<file path="config.mk">
export PLATFORM = sky130hd
export DESIGN_NAME = mem_port_arbiter
export DESIGN_NICKNAME = d
export VERILOG_FILES = /design/src/rtl/mem_port_arbiter_pkg.sv /design/src/rtl/mem_arb_starve_ctr.sv /design/src/rtl/mem_port_arbiter.sv
export SDC_FILE = /design/constraint.sdc
export NUM_CORES = 1
export LEC_CHECK = 0
export CAP_MARGIN = 10
export CORE_ASPECT_RATIO = 0.5
export CORE_UTILIZATION = 35
export DETAILED_ROUTE_END_ITERATION = 7
export PLACE_DENSITY_LB_ADDON = 0.2
export SYNTH_ARGS = -nofsm -noshare
export SYNTH_HDL_FRONTEND = slang
export SYNTH_HIERARCHICAL = 1
export SYNTH_SLANG_ARGS = --single-unit
</file>
<file path="constraint.sdc">
create_clock -name clk -period 3.4 [get_ports clk]
set_input_delay 0.51 -clock clk [delete_from_list [all_inputs] [get_ports clk]]
set_output_delay 0.51 -clock clk [all_outputs]
set_load 0.05 [all_outputs]
</file>
<file path="src/rtl/mem_port_arbiter_pkg.sv">
// Shared types and constants for the instruction/data memory port arbiter.
package mem_port_arbiter_pkg;

  // One transaction outstanding at a time; the busy state records who owns it.
  typedef enum logic [1:0] {
    IDLE    = 2'd0,
    BUSY_IF = 2'd1,
    BUSY_DM = 2'd2
  } arb_state_e;

  localparam logic [3:0] BE_WORD = 4'b1111;
  localparam logic [3:0] BE_NONE = 4'b0000;

  // Wide enough for a starvation limit of up to 15.
  localparam int unsigned STARVE_CTR_W = 4;

endpackage

</file>
<file path="src/rtl/mem_arb_starve_ctr.sv">
// Starvation counter: counts data grants that went ahead while fetch was waiting
// and flags when fetch must be allowed through.
module mem_arb_starve_ctr
  import mem_port_arbiter_pkg::*;
#(
  parameter int unsigned Limit = 4
) (
  input  logic clk_i,
  input  logic rst_ni,
  input  logic data_gnt_i,
  input  logic fetch_req_i,
  input  logic fetch_gnt_i,
  output logic starved_o
);

  localparam logic [STARVE_CTR_W-1:0] LimitW = STARVE_CTR_W'(Limit);

  logic [STARVE_CTR_W-1:0] count_q, count_d;

  // Next count: clear on fetch grant, bump on a data grant that bypassed a waiting fetch.
  always_comb begin
    count_d = count_q;
    if (fetch_gnt_i) begin
      count_d = '0;
    end else if (data_gnt_i && fetch_req_i && (count_q < LimitW)) begin
      count_d = count_q + 1'b1;
    end
  end

  // Counter register.
  always_ff @(posedge clk_i or negedge rst_ni) begin
    if (!rst_ni) begin
      count_q <= '0;
    end else begin
      count_q <= count_d;
    end
  end

  assign starved_o = fetch_req_i && (count_q == LimitW);

endmodule

</file>
<file path="src/rtl/mem_port_arbiter.sv">
// Arbitrates a fetch port and a load/store port onto one shared memory port with a
// single outstanding transaction. Data side has priority by default.
// Optional feature: define MEM_ARB_STARVE_GUARD_EN to let fetch win once data has
// been granted STARVE_LIMIT times in a row while fetch was waiting.
module mem_port_arbiter
  import mem_port_arbiter_pkg::*;
#(
  parameter int unsigned ADDR_W       = 32,
  parameter int unsigned DATA_W       = 32,
  parameter int unsigned STARVE_LIMIT = 4
) (
  input  logic              clk,
  input  logic              reset,

  input  logic              if_req,
  input  logic [ADDR_W-1:0] if_addr,
  output logic              if_gnt,
  output logic              if_rvalid,
  output logic [DATA_W-1:0] if_rdata,

  input  logic              dm_req,
  input  logic              dm_we,
  input  logic [3:0]        dm_be,
  input  logic [ADDR_W-1:0] dm_addr,
  input  logic [DATA_W-1:0] dm_wdata,
  output logic              dm_gnt,
  output logic              dm_rvalid,
  output logic [DATA_W-1:0] dm_rdata,

  output logic              mem_req,
  output logic              mem_we,
  output logic [3:0]        mem_be,
  output logic [ADDR_W-1:0] mem_addr,
  output logic [DATA_W-1:0] mem_wdata,
  input  logic              mem_rvalid,
  input  logic [DATA_W-1:0] mem_rdata,

  output logic              busy
);

  arb_state_e state_q;
  logic       idle;
  logic       fetch_starved;
  logic       fetch_wins;

  assign idle = (state_q == IDLE);
  assign busy = !idle;

`ifdef MEM_ARB_STARVE_GUARD_EN
  mem_arb_starve_ctr #(
    .Limit (STARVE_LIMIT)
  ) u_starve_ctr (
    .clk_i       (clk),
    .rst_ni      (reset),
    .data_gnt_i  (dm_gnt),
    .fetch_req_i (if_req),
    .fetch_gnt_i (if_gnt),
    .starved_o   (fetch_starved)
  );
`else
  logic unused_starve_limit;
  assign unused_starve_limit = ^STARVE_LIMIT;
  assign fetch_starved       = 1'b0;
`endif

  // Grant decision: only in IDLE, data first unless fetch has been starved.
  always_comb begin
    fetch_wins = if_req && (!dm_req || fetch_starved);
    if_gnt     = idle && fetch_wins;
    dm_gnt     = idle && dm_req && !fetch_wins;
  end

  // Drive the shared memory port from whichever side won this cycle.
  always_comb begin
    mem_req   = if_gnt || dm_gnt;
    mem_we    = 1'b0;
    mem_be    = BE_NONE;
    mem_addr  = '0;
    mem_wdata = '0;
    if (dm_gnt) begin
      mem_we    = dm_we;
      mem_be    = dm_be;
      mem_addr  = dm_addr;
      mem_wdata = dm_wdata;
    end else if (if_gnt) begin
      mem_be   = BE_WORD;
      mem_addr = if_addr;
    end
  end

  // Transaction FSM with registered response strobes and data.
  always_ff @(posedge clk or negedge reset) begin
    if (!reset) begin
      state_q   <= IDLE;
      if_rvalid <= 1'b0;
      dm_rvalid <= 1'b0;
      if_rdata  <= '0;
      dm_rdata  <= '0;
    end else begin
      if_rvalid <= 1'b0;
      dm_rvalid <= 1'b0;
      case (state_q)
        IDLE: begin
          // A completion seen here belongs to nobody and is dropped.
          if (dm_gnt) begin
            state_q <= BUSY_DM;
          end else if (if_gnt) begin
            state_q <= BUSY_IF;
          end
        end
        BUSY_IF: begin
          if (mem_rvalid) begin
            if_rvalid <= 1'b1;
            if_rdata  <= mem_rdata;
            state_q   <= IDLE;
          end
        end
        BUSY_DM: begin
          // Write acks also land here; the data is meaningless to the consumer.
          if (mem_rvalid) begin
            dm_rvalid <= 1'b1;
            dm_rdata  <= mem_rdata;
            state_q   <= IDLE;
          end
        end
        default: state_q <= IDLE;
      endcase
    end
  end

endmodule

</file>
==> impl_metrics.csv <==
group,metric,value,unit
timing,rsz0062_at_grt,"false",
timing,tns,0,ns
cts,clock_path_buffers,2,
layout,insertedDiodeCount,0,
timing,slew_violations,0,
floorplan,die_area,0.00961,mm²
placement,gp_congestion,0.751,
floorplan,core-area,0.00883,mm²
cts,numCtsBuffers,9,
routing,vias_per_cell,4.83,
power_and_ir_drop,leakage,2.99,nW
routing,ant_nets,0,
worst_setup_path,cp-start-kind,"register",
worst_setup_path,cpPeakStageDelay,0.81,ns
placement,dp_hpwl,9340,µm
min_path,min_path_type,"input port to async pin",
layout,fin_util,76.7,%
worst_setup_path,worstSetupPathType,"register to primary output",
yosys,avgSynthCellArea,13.2,µm²
timing,slew-limit-headroom,56.6,%
timing,post-route-min-period,2.93,ns
global_routing,antenna_found_initial,1,
routing,detail_route.wl_per_cell,18.9,µm
yosys,syn-num-nets,386,
global_routing,grt_max_degree,40,
placement,portBuffers,276,
timing,fmax,341,MHz
power_and_ir_drop,irDropWorstVdd,0.658,mV
yosys,yosysSeqAreaShare,52.8,%
yosys,ys_warn_count,6,
cts,worstSkewPairLatency,0.32,ns
yosys,synth_top_area_share,52.8,%
layout,drive_gt1_share,26.5,%
timing,hold_viol_final,0,
routing,drt_wl_total,12000,µm
floorplan,rows,24,
global_routing,grt_usage,25.2,%
layout,syn2layout_area_growth,110,%
yosys,synth.area.top_cells,"dfrtp_1 53%, mux2_2 22%, a22o_1 8.7%",
cts,cts_resized,0,
timing,hold_ws,0.156,ns
worst_setup_path,end_kind,"primary output",
yosys,netlist_instances,244,
timing,worst_pin_slew,0.649,ns
yosys,ys_ff_latch,68,
worst_setup_path,critical_path_required,2.89,ns
floorplan,start_util,36.5,%
routing,drc,0,
yosys,synth_cell_type_count,19,
worst_setup_path,arrival,2.42,ns
cts,h-tree-depth,3,
layout,nets,657,
timing,layout_setup_ws,0.469,ns
global_routing,grt_pass1_vias,3112,
floorplan,die_w,138,µm
cts,cts.hold.buffers_added,0,
cts,cts_setup_buffers,0,
routing,drtIter0Drc,114,
yosys,synth_area,0.00322,mm²
status,status,"completed",
job,maxCapViolations,0,
timing,setup_viol,0,
cts,clock_sinks,68,
worst_setup_path,crit_fanout,37,
power_and_ir_drop,p_per_area,1110,mW/mm²
layout,stdcell_area,0.00677,mm²
floorplan,fp.dieH,69.8,µm
placement,place_ws,0.512,ns
global_routing,grt_overflow_total,0,
global_routing,grt_pass1_wl,17900,µm
cts,clockRootBuffer,"clkbuf_16",
cts,cts_tree,"yes",
worst_setup_path,crit_chain,"inv_1 -> ha_2 -> and3_1 -> clkdlybuf4s50_1",
timing,finClkSkew,0.00569,ns
routing,first_pass_iters,4,
cts,clk_pin_slew,0.06,ns
placement,dpl_cell_area,0.00643,mm²
routing,dr_total_vias,3077,
floorplan,ios,277,
yosys,yosys.area.top_type,"dfrtp_1",
worst_setup_path,slowest_stage,"clkdlybuf4s50_1",
timing,fin_crit_sh,86.2,%
worst max-delay path: cells and delay by family (launching register included):
| family | cells | cell delay [ns] |
|---|---|---|
| adders and majority gates | 1 | 0.54 |
| buffers and inverters | 2 | 0.94 |
| DFF | 1 | 0.38 |
| and+or+nand+nor | 1 | 0.24 |
routing by layer:
metal,vias to the layer above,wire length [µm],global-route usage (%)
met3,22,947,8.63
met4,2,240,7.57
met2,110,6240,44.9
met1,1508,4580,28.2
li1,1435,-,-
met5,-,13,0
synthesized netlist by cell type (all sizes together):
library cell	number
a21o	4
o21ai	1
ha	4
and2	1
a31o	1
a32oi	1
dfrtp	68
a22o	32
buf	15
mux2i	2
nand2	4
clkbuf	6
and3	34
mux2	64
inv	7
final cells by class:
class / instances / area, µm²
Clock inverter: 6 / 111
Tap cell: 117 / 146
Inverter: 7 / 26.3
Sequential cell: 68 / 1700
Clock buffer: 10 / 229
Timing Repair Buffer: 281 / 3190
Multi-Input combinational cell: 148 / 1370
Fill cell: 625 / 2060
power by group:
group,total [mW],internal [mW],switching [mW]
Clock,1.05,0.717,0.336
Sequential,1.41,1.22,0.196
Combinational,5.02,1.97,3.05
Total,7.49,3.90,3.58
cell usage in the layout, fill, tap and decap left out, drive strengths merged, types with 4 or more instances in the layout:
cell type,count
nand2,4
ha,4
mux2,64
a22o,32
dfrtp,68
inv,8
clkdlybuf4s50,227
clkbuf,10
buf,54
and3,34
a21o,4
logic make-up (layout without fill, tap and decap cells):
| family | count (synthesis) | count (layout) | synth area share, % |
|---|---|---|---|
| multiplexers | 66 | 66 | 23.0 |
| flip-flops | 68 | 68 | 52.8 |
| AO/OA/AOI/OAI | 39 | 39 | 10.3 |
| buffers and inverters | 28 | 304 | 4.78 |
| adder cells (fa/ha/maj) | 4 | 4 | 1.55 |
| AND/OR/NAND/NOR | 39 | 39 | 7.50 |
final timing paths:
| kind | start | endpoint | slack (ns) | depth (start not counted) |
|---|---|---|---|---|
| hold / removal | reset | if_rdata[0] | 0.16 | 1 |
| setup / recovery | state_q[0] | mem_wdata[10] | 0.47 | 4 |
| min in group clk | dm_rdata[17] | dm_rdata[17] | 0.50 | 1 |
| setup reg to reg | state_q[0] | state_q[1] | 1.49 | 5 |
| hold reg to reg | dm_rdata[17] | dm_rdata[17] | 0.50 | 1 |
| max in group asynchronous | reset | if_rdata[9] | 2.47 | 2 |
stage by stage:
step                std cells  power (mW)
floorplan                 244        4.49
global placement          621        6.38
detailed placement        621        6.46
CTS                       637        7.54
global route              637        7.76
finish                    637        7.49
sequential cells by signal (all words and copies together), names as in the netlist:
| signal | count |
|---|---|
| dm_rdata | 32 |
| if_rvalid | 1 |
| dm_rvalid | 1 |
| if_rdata | 32 |
| state_q | 2 |
No activity file was read; power rests on OpenSTA's default activity.
==> edit 1, RTL diff (same settings) <==
Add a define of `MEM_ARB_STARVE_GUARD_EN`.
--- a/src/rtl/mem_port_arbiter.sv
+++ b/src/rtl/mem_port_arbiter.sv
@@ -2,6 +2,8 @@
 // single outstanding transaction. Data side has priority by default.
 // Optional feature: define MEM_ARB_STARVE_GUARD_EN to let fetch win once data has
 // been granted STARVE_LIMIT times in a row while fetch was waiting.
+`define MEM_ARB_STARVE_GUARD_EN
+
 module mem_port_arbiter
   import mem_port_arbiter_pkg::*;
 #(
Check against the original RTL: same outputs for any inputs over 4 cycles, from zero or initial values and one cycle with reset low; that may be too few to reach the edited logic, so the function may still have changed.
==> edit 1 against the unedited design <==
  * Critical path depth increased by 3
  * Wire length increased by 6.9%
  * Clock power decreased by 6%
  * Global-route usage decreased by 1.1 points
  * Setup slack got worse by 0.11 ns
  * Largest cell class unchanged
  * Synthesized cell count increased by 7.4%
  * Cell area increased by 7.4%
  * Sequential cell count increased by 4
  * Power increased by 4.7%
  * Via count increased by 2.3%
  * Worst hold slack improved by 0.051 ns
  * Area after synthesis increased by 7.5%
==> edit 1: results (changes against the unedited design) <==
use_met2_pct: 43.5  # was 44.9%
critPathArrivalTime_ns: 2.53  # was 2.42 ns
drive_gt1_share_pct: 30.2  # was 26.5%
hold_path.class: "input port to asynchronous set/reset pin"  # unchanged
avgViaCountPerCell: 4.64  # was 4.83
ys_types: 26  # was 19
synth_area_leaders: "dfrtp_1 52%, mux2_2 21%, a22o_1 8.1%"  # was dfrtp_1 53%, mux2_2 22%, a22o_1 8.7%
routed-wl-met3_mm: 1.01  # was 947 um
buf_share_pct: 47.2  # was 47.1%
post-route-util_pct: 76.5  # was 76.7%
placed_cell_area_mm2: 0.00695  # was 0.00643 mm2
syn-num-nets: 406  # was 386
grtUsageMet3_pct: 7.99  # was 8.63%
drt-met1-wl_mm: 5.18  # was 4.58 mm
fillers: 644  # was 625
seq_share_pct: 24.8  # was 25.1%
relSlewSlack_pct: 57.0  # was 56.6%
n_all_inverters: 8  # was 7
cts_inserted_buffers: 9  # unchanged
reg_top3: "dm_rdata (32), if_rdata (32), u_starve_ctr/count_q (4)"  # was dm_rdata (32), if_rdata (32), state_q (2)
multi_input_cells: 165  # was 148
multi_input_area_share_pct: 20.9  # was 20.2%
post-place-ws_ns: 0.402  # was 0.512 ns
clk_share_pct: 4.40  # was 5.03%
gp_congestion: 0.838  # was 0.751
dr_wl_met2_mm: 6.57  # was 6.24 mm
drt_iter0_drc: 101  # was 114
wl_per_cell_um: 18.9  # about the same
nets: 683  # was 657
syn_inst: 262  # was 244
outcome: "finished, final reports clean"  # unchanged
drtPass1Iterations: 5  # was 4
grt_pass1_wl_mm: 18.1  # was 17.9 mm
ir_drop_mv: 0.768  # was 0.658 mV
grt_use_total_pct: 24.1  # was 25.2%
signal_buffers: 283  # was 281
cpPeakStageDelay_ns: 0.57  # was 0.81 ns
grt_pass1_vias: 3051  # was 3112
leakage_nw: 3.10  # was 2.99 nW
place_inst: 663  # was 621
seq_cells: 72  # was 68
clock_skew_ns: 0.00900  # was 0.00569 ns
fin_area_mm2: 0.00727  # was 0.00677 mm2
grt_max_degree: 47  # was 40
antenna_found_initial: 1  # unchanged
yosysWarningCount: 6  # unchanged
drt-total-wl_mm: 12.9  # was 12.0 mm
dp_hpwl_mm: 10.0  # was 9.34 mm
grt_use_met1_pct: 28.6  # was 28.2%
n_antenna_cell: 1  # was 0
## edit 1: cell count changes in the layout (fill, tap and decap cells not counted), moves of 3 or more
cell / delta
nor2b_1: +3
dfrtp_1: +4
a21o_1: -4
and2_1: +35
and3_1: -32
nand2b_1: +4
ha_1: +3
clkdlybuf4s50_1: -23
a31o_1: +4
buf_12: +23
## edit 1: logic make-up (layout without fill, tap and decap cells)
logic type | count (synthesis) | count (layout) | share of synthesized area [%]
other | 0 | 1 | 0
AO/OA/AOI/OAI | 42 | 42 | 10.5
flip-flops | 72 | 72 | 52.0
adder cells (fa/ha/maj) | 6 | 6 | 2.17
multiplexers | 67 | 67 | 21.8
AND/OR/NAND/NOR | 50 | 50 | 9.18
buffers and inverters | 25 | 306 | 4.26
## edit 1: final timing paths
| check | from | to | slack (ns) | cells past startpoint |
|---|---|---|---|---|
| max | if_req | mem_addr[26] | 0.36 | 7 |
| min | reset | dm_rdata[6]$_DFFE_PN0P_ | 0.21 | 1 |
| max reg2reg | u_starve_ctr/count_q[0]$_DFFE_PN0P_ | u_starve_ctr/count_q[0]$_DFFE_PN0P_ | 1.11 | 8 |
| min reg2reg | dm_rdata[21]$_DFFE_PN0P_ | dm_rdata[21]$_DFFE_PN0P_ | 0.50 | 1 |
| max in group asynchronous | reset | dm_rdata[13]$_DFFE_PN0P_ | 2.43 | 2 |
| min in group clk | dm_rdata[21]$_DFFE_PN0P_ | dm_rdata[21]$_DFFE_PN0P_ | 0.50 | 1 |
## edit 1: report_power, final
| group | leakage (nW) | switching [mW] | internal (mW) | total (mW) |
|---|---|---|---|---|
| Clock | 0.155 | 0.335 | 0.657 | 0.992 |
| Combinational | 2.08 | 3.18 | 2.17 | 5.35 |
| Sequential | 0.869 | 0.213 | 1.28 | 1.49 |
==> edit 2, RTL diff (same settings) <==
Without the edit above. Re-encode `arb_state_e` (3 states) as one-hot, 3 bits wide.
--- a/src/rtl/mem_port_arbiter_pkg.sv
+++ b/src/rtl/mem_port_arbiter_pkg.sv
@@ -2,10 +2,10 @@
 package mem_port_arbiter_pkg;
 
   // One transaction outstanding at a time; the busy state records who owns it.
-  typedef enum logic [1:0] {
-    IDLE    = 2'd0,
-    BUSY_IF = 2'd1,
-    BUSY_DM = 2'd2
+  typedef enum logic [2:0] {
+    IDLE    = 3'b001,
+    BUSY_IF = 3'b010,
+    BUSY_DM = 3'b100
   } arb_state_e;
 
   localparam logic [3:0] BE_WORD = 4'b1111;
Check against the original RTL: same outputs for any inputs over 4 cycles, from zero or initial values and one cycle with reset low; so few cycles prove little.
==> edit 2 against the unedited design <==
  * Area after synthesis rose by 9.0%
  * Largest power group unchanged
  * Cell count rose by 14%
  * Combinational power fell by 6.2%
  * Non-clock buffer count rose by 6
  * Setup slack improved by 0.080 ns
  * Highest routed layer is now met4
  * Worst hold slack got worse by 0.017 ns
  * Count of clock-buffer cells in the layout did not move
  * Power fell by 4.8%
  * Wire length rose by 0.52%
  * Cell area rose by 4.5%
  * Sequential cell count rose by 1
  * Critical path depth rose by 1
==> edit 2: results (changes against the unedited design) <==
use_met2_pct: 40.5  # was 44.9%
antenna_found_initial: 0  # was 1
yosys-top-cells-count: "68 x dfrtp_1, 43 x mux2_1, 38 x a21oi_1"  # was 68 x dfrtp_1, 64 x mux2_2, 33 x and3_1
synth.area.mux_share_pct: 20.5  # was 23.0%
avgViaCountPerCell: 4.78  # was 4.83
drive_gt1_share_pct: 22.2  # was 26.5%
reg_top3: "dm_rdata (32), if_rdata (32), state_q (3)"  # was dm_rdata (32), if_rdata (32), state_q (2)
pwr-share-seq_pct: 20.1  # was 18.8%
grt_pass1_wl_mm: 18.1  # was 17.9 mm
drt_iter0_drc: 128  # was 114
power_frac_comb_pct: 66.0  # was 67.1%
gp_congestion: 0.869  # was 0.751
syn_inst: 318  # was 244
nets: 724  # was 657
drt-total-wl_mm: 12.1  # was 12.0 mm
grtUsageMet3_pct: 7.22  # was 8.63%
ys_types: 22  # was 19
cts_inserted_buffers: 9  # unchanged
syn-num-nets: 456  # was 386
yosysWarningCount: 6  # unchanged
ir_drop_mv: 0.472  # was 0.658 mV
crit_fanout: 40  # was 37
grt_max_degree: 95  # was 40
grt_use_total_pct: 23.0  # was 25.2%
vias: 3467  # was 3077
synth-compound-area-share_pct: 5.70  # was 10.3%
synthAdderAreaFrac_pct: 0  # was 1.55%
outcome: "finished, final reports clean"  # unchanged
grt_use_met1_pct: 27.4  # was 28.2%
post-place-ws_ns: 0.720  # was 0.512 ns
clock_skew_ns: 0.00533  # was 0.00569 ns
leakage_nw: 3.10  # was 2.99 nW
worstMarginPinSlew_ns: 0.695  # was 0.649 ns
synth_area_leaders: "dfrtp_1 48%, mux2_1 14%, nand3b_1 7.1%"  # was dfrtp_1 53%, mux2_2 22%, a22o_1 8.7%
place_inst: 709  # was 621
switchingPower_mw: 3.49  # was 3.58 mW
synth_seq_area_share_pct: 49.2  # was 52.8%
dp_hpwl_mm: 9.31  # was 9.34 mm
-- edit 2: changes by cell type after synthesis, moves of 3 or more --
cell	delta
mux2_1	+43
mux2_2	-43
a21oi_1	+38
nand3b_1	+33
a22o_1	-32
nand2_1	+32
clkbuf_1	+15
buf_2	-6
inv_1	-6
a21o_1	-4
ha_1	-4
nor2_1	+3
-- edit 2: final timing paths --
path	from	end	slack, ns	cells past startpoint
worst max-delay path	state_q[0]$_DFFE_PN1P_	mem_addr[11]	0.55	5
worst min register to register	dm_rdata[11]$_DFFE_PN0P_	dm_rdata[11]$_DFFE_PN0P_	0.48	1
worst max register to register	state_q[0]$_DFFE_PN1P_	state_q[0]$_DFFE_PN1P_	1.55	4
max in group asynchronous	reset	state_q[0]$_DFFE_PN1P_	2.48	2
worst min-delay path	reset	if_rdata[16]$_DFFE_PN0P_	0.14	1
min in group clk	dm_rdata[11]$_DFFE_PN0P_	dm_rdata[11]$_DFFE_PN0P_	0.48	1
-- edit 2: area by class of cell --
cell class,count,area [um2]
Clock buffer,10,239
Clock inverter,6,86.3
Fill cell,680,2530
Inverter,1,3.75
Multi-Input combinational cell,218,1630
Sequential cell,69,1730
Tap cell,135,169
Timing Repair Buffer,287,3220
-- edit 2: routing by layer --
layer,share of wire [%],up-vias
met5,0,-
met4,0.87,0
met3,7.1,12
met2,52,119
met1,40,1674
li1,-,1662
-- edit 2: critical path: stages (launching register included) --
cell and delay (ns):
dfstp_2 0.61, nor3b_2 0.18, buf_4 0.32, inv_2 0.35, a21oi_1 0.37, buf_12 0.18
-- edit 2: kinds of logic after synthesis --
group,count (synthesis)
and+or+nand+nor,115
AOI/OAI and AO/OA,39
muxes,64
DFF,69
buffers and inverters,31
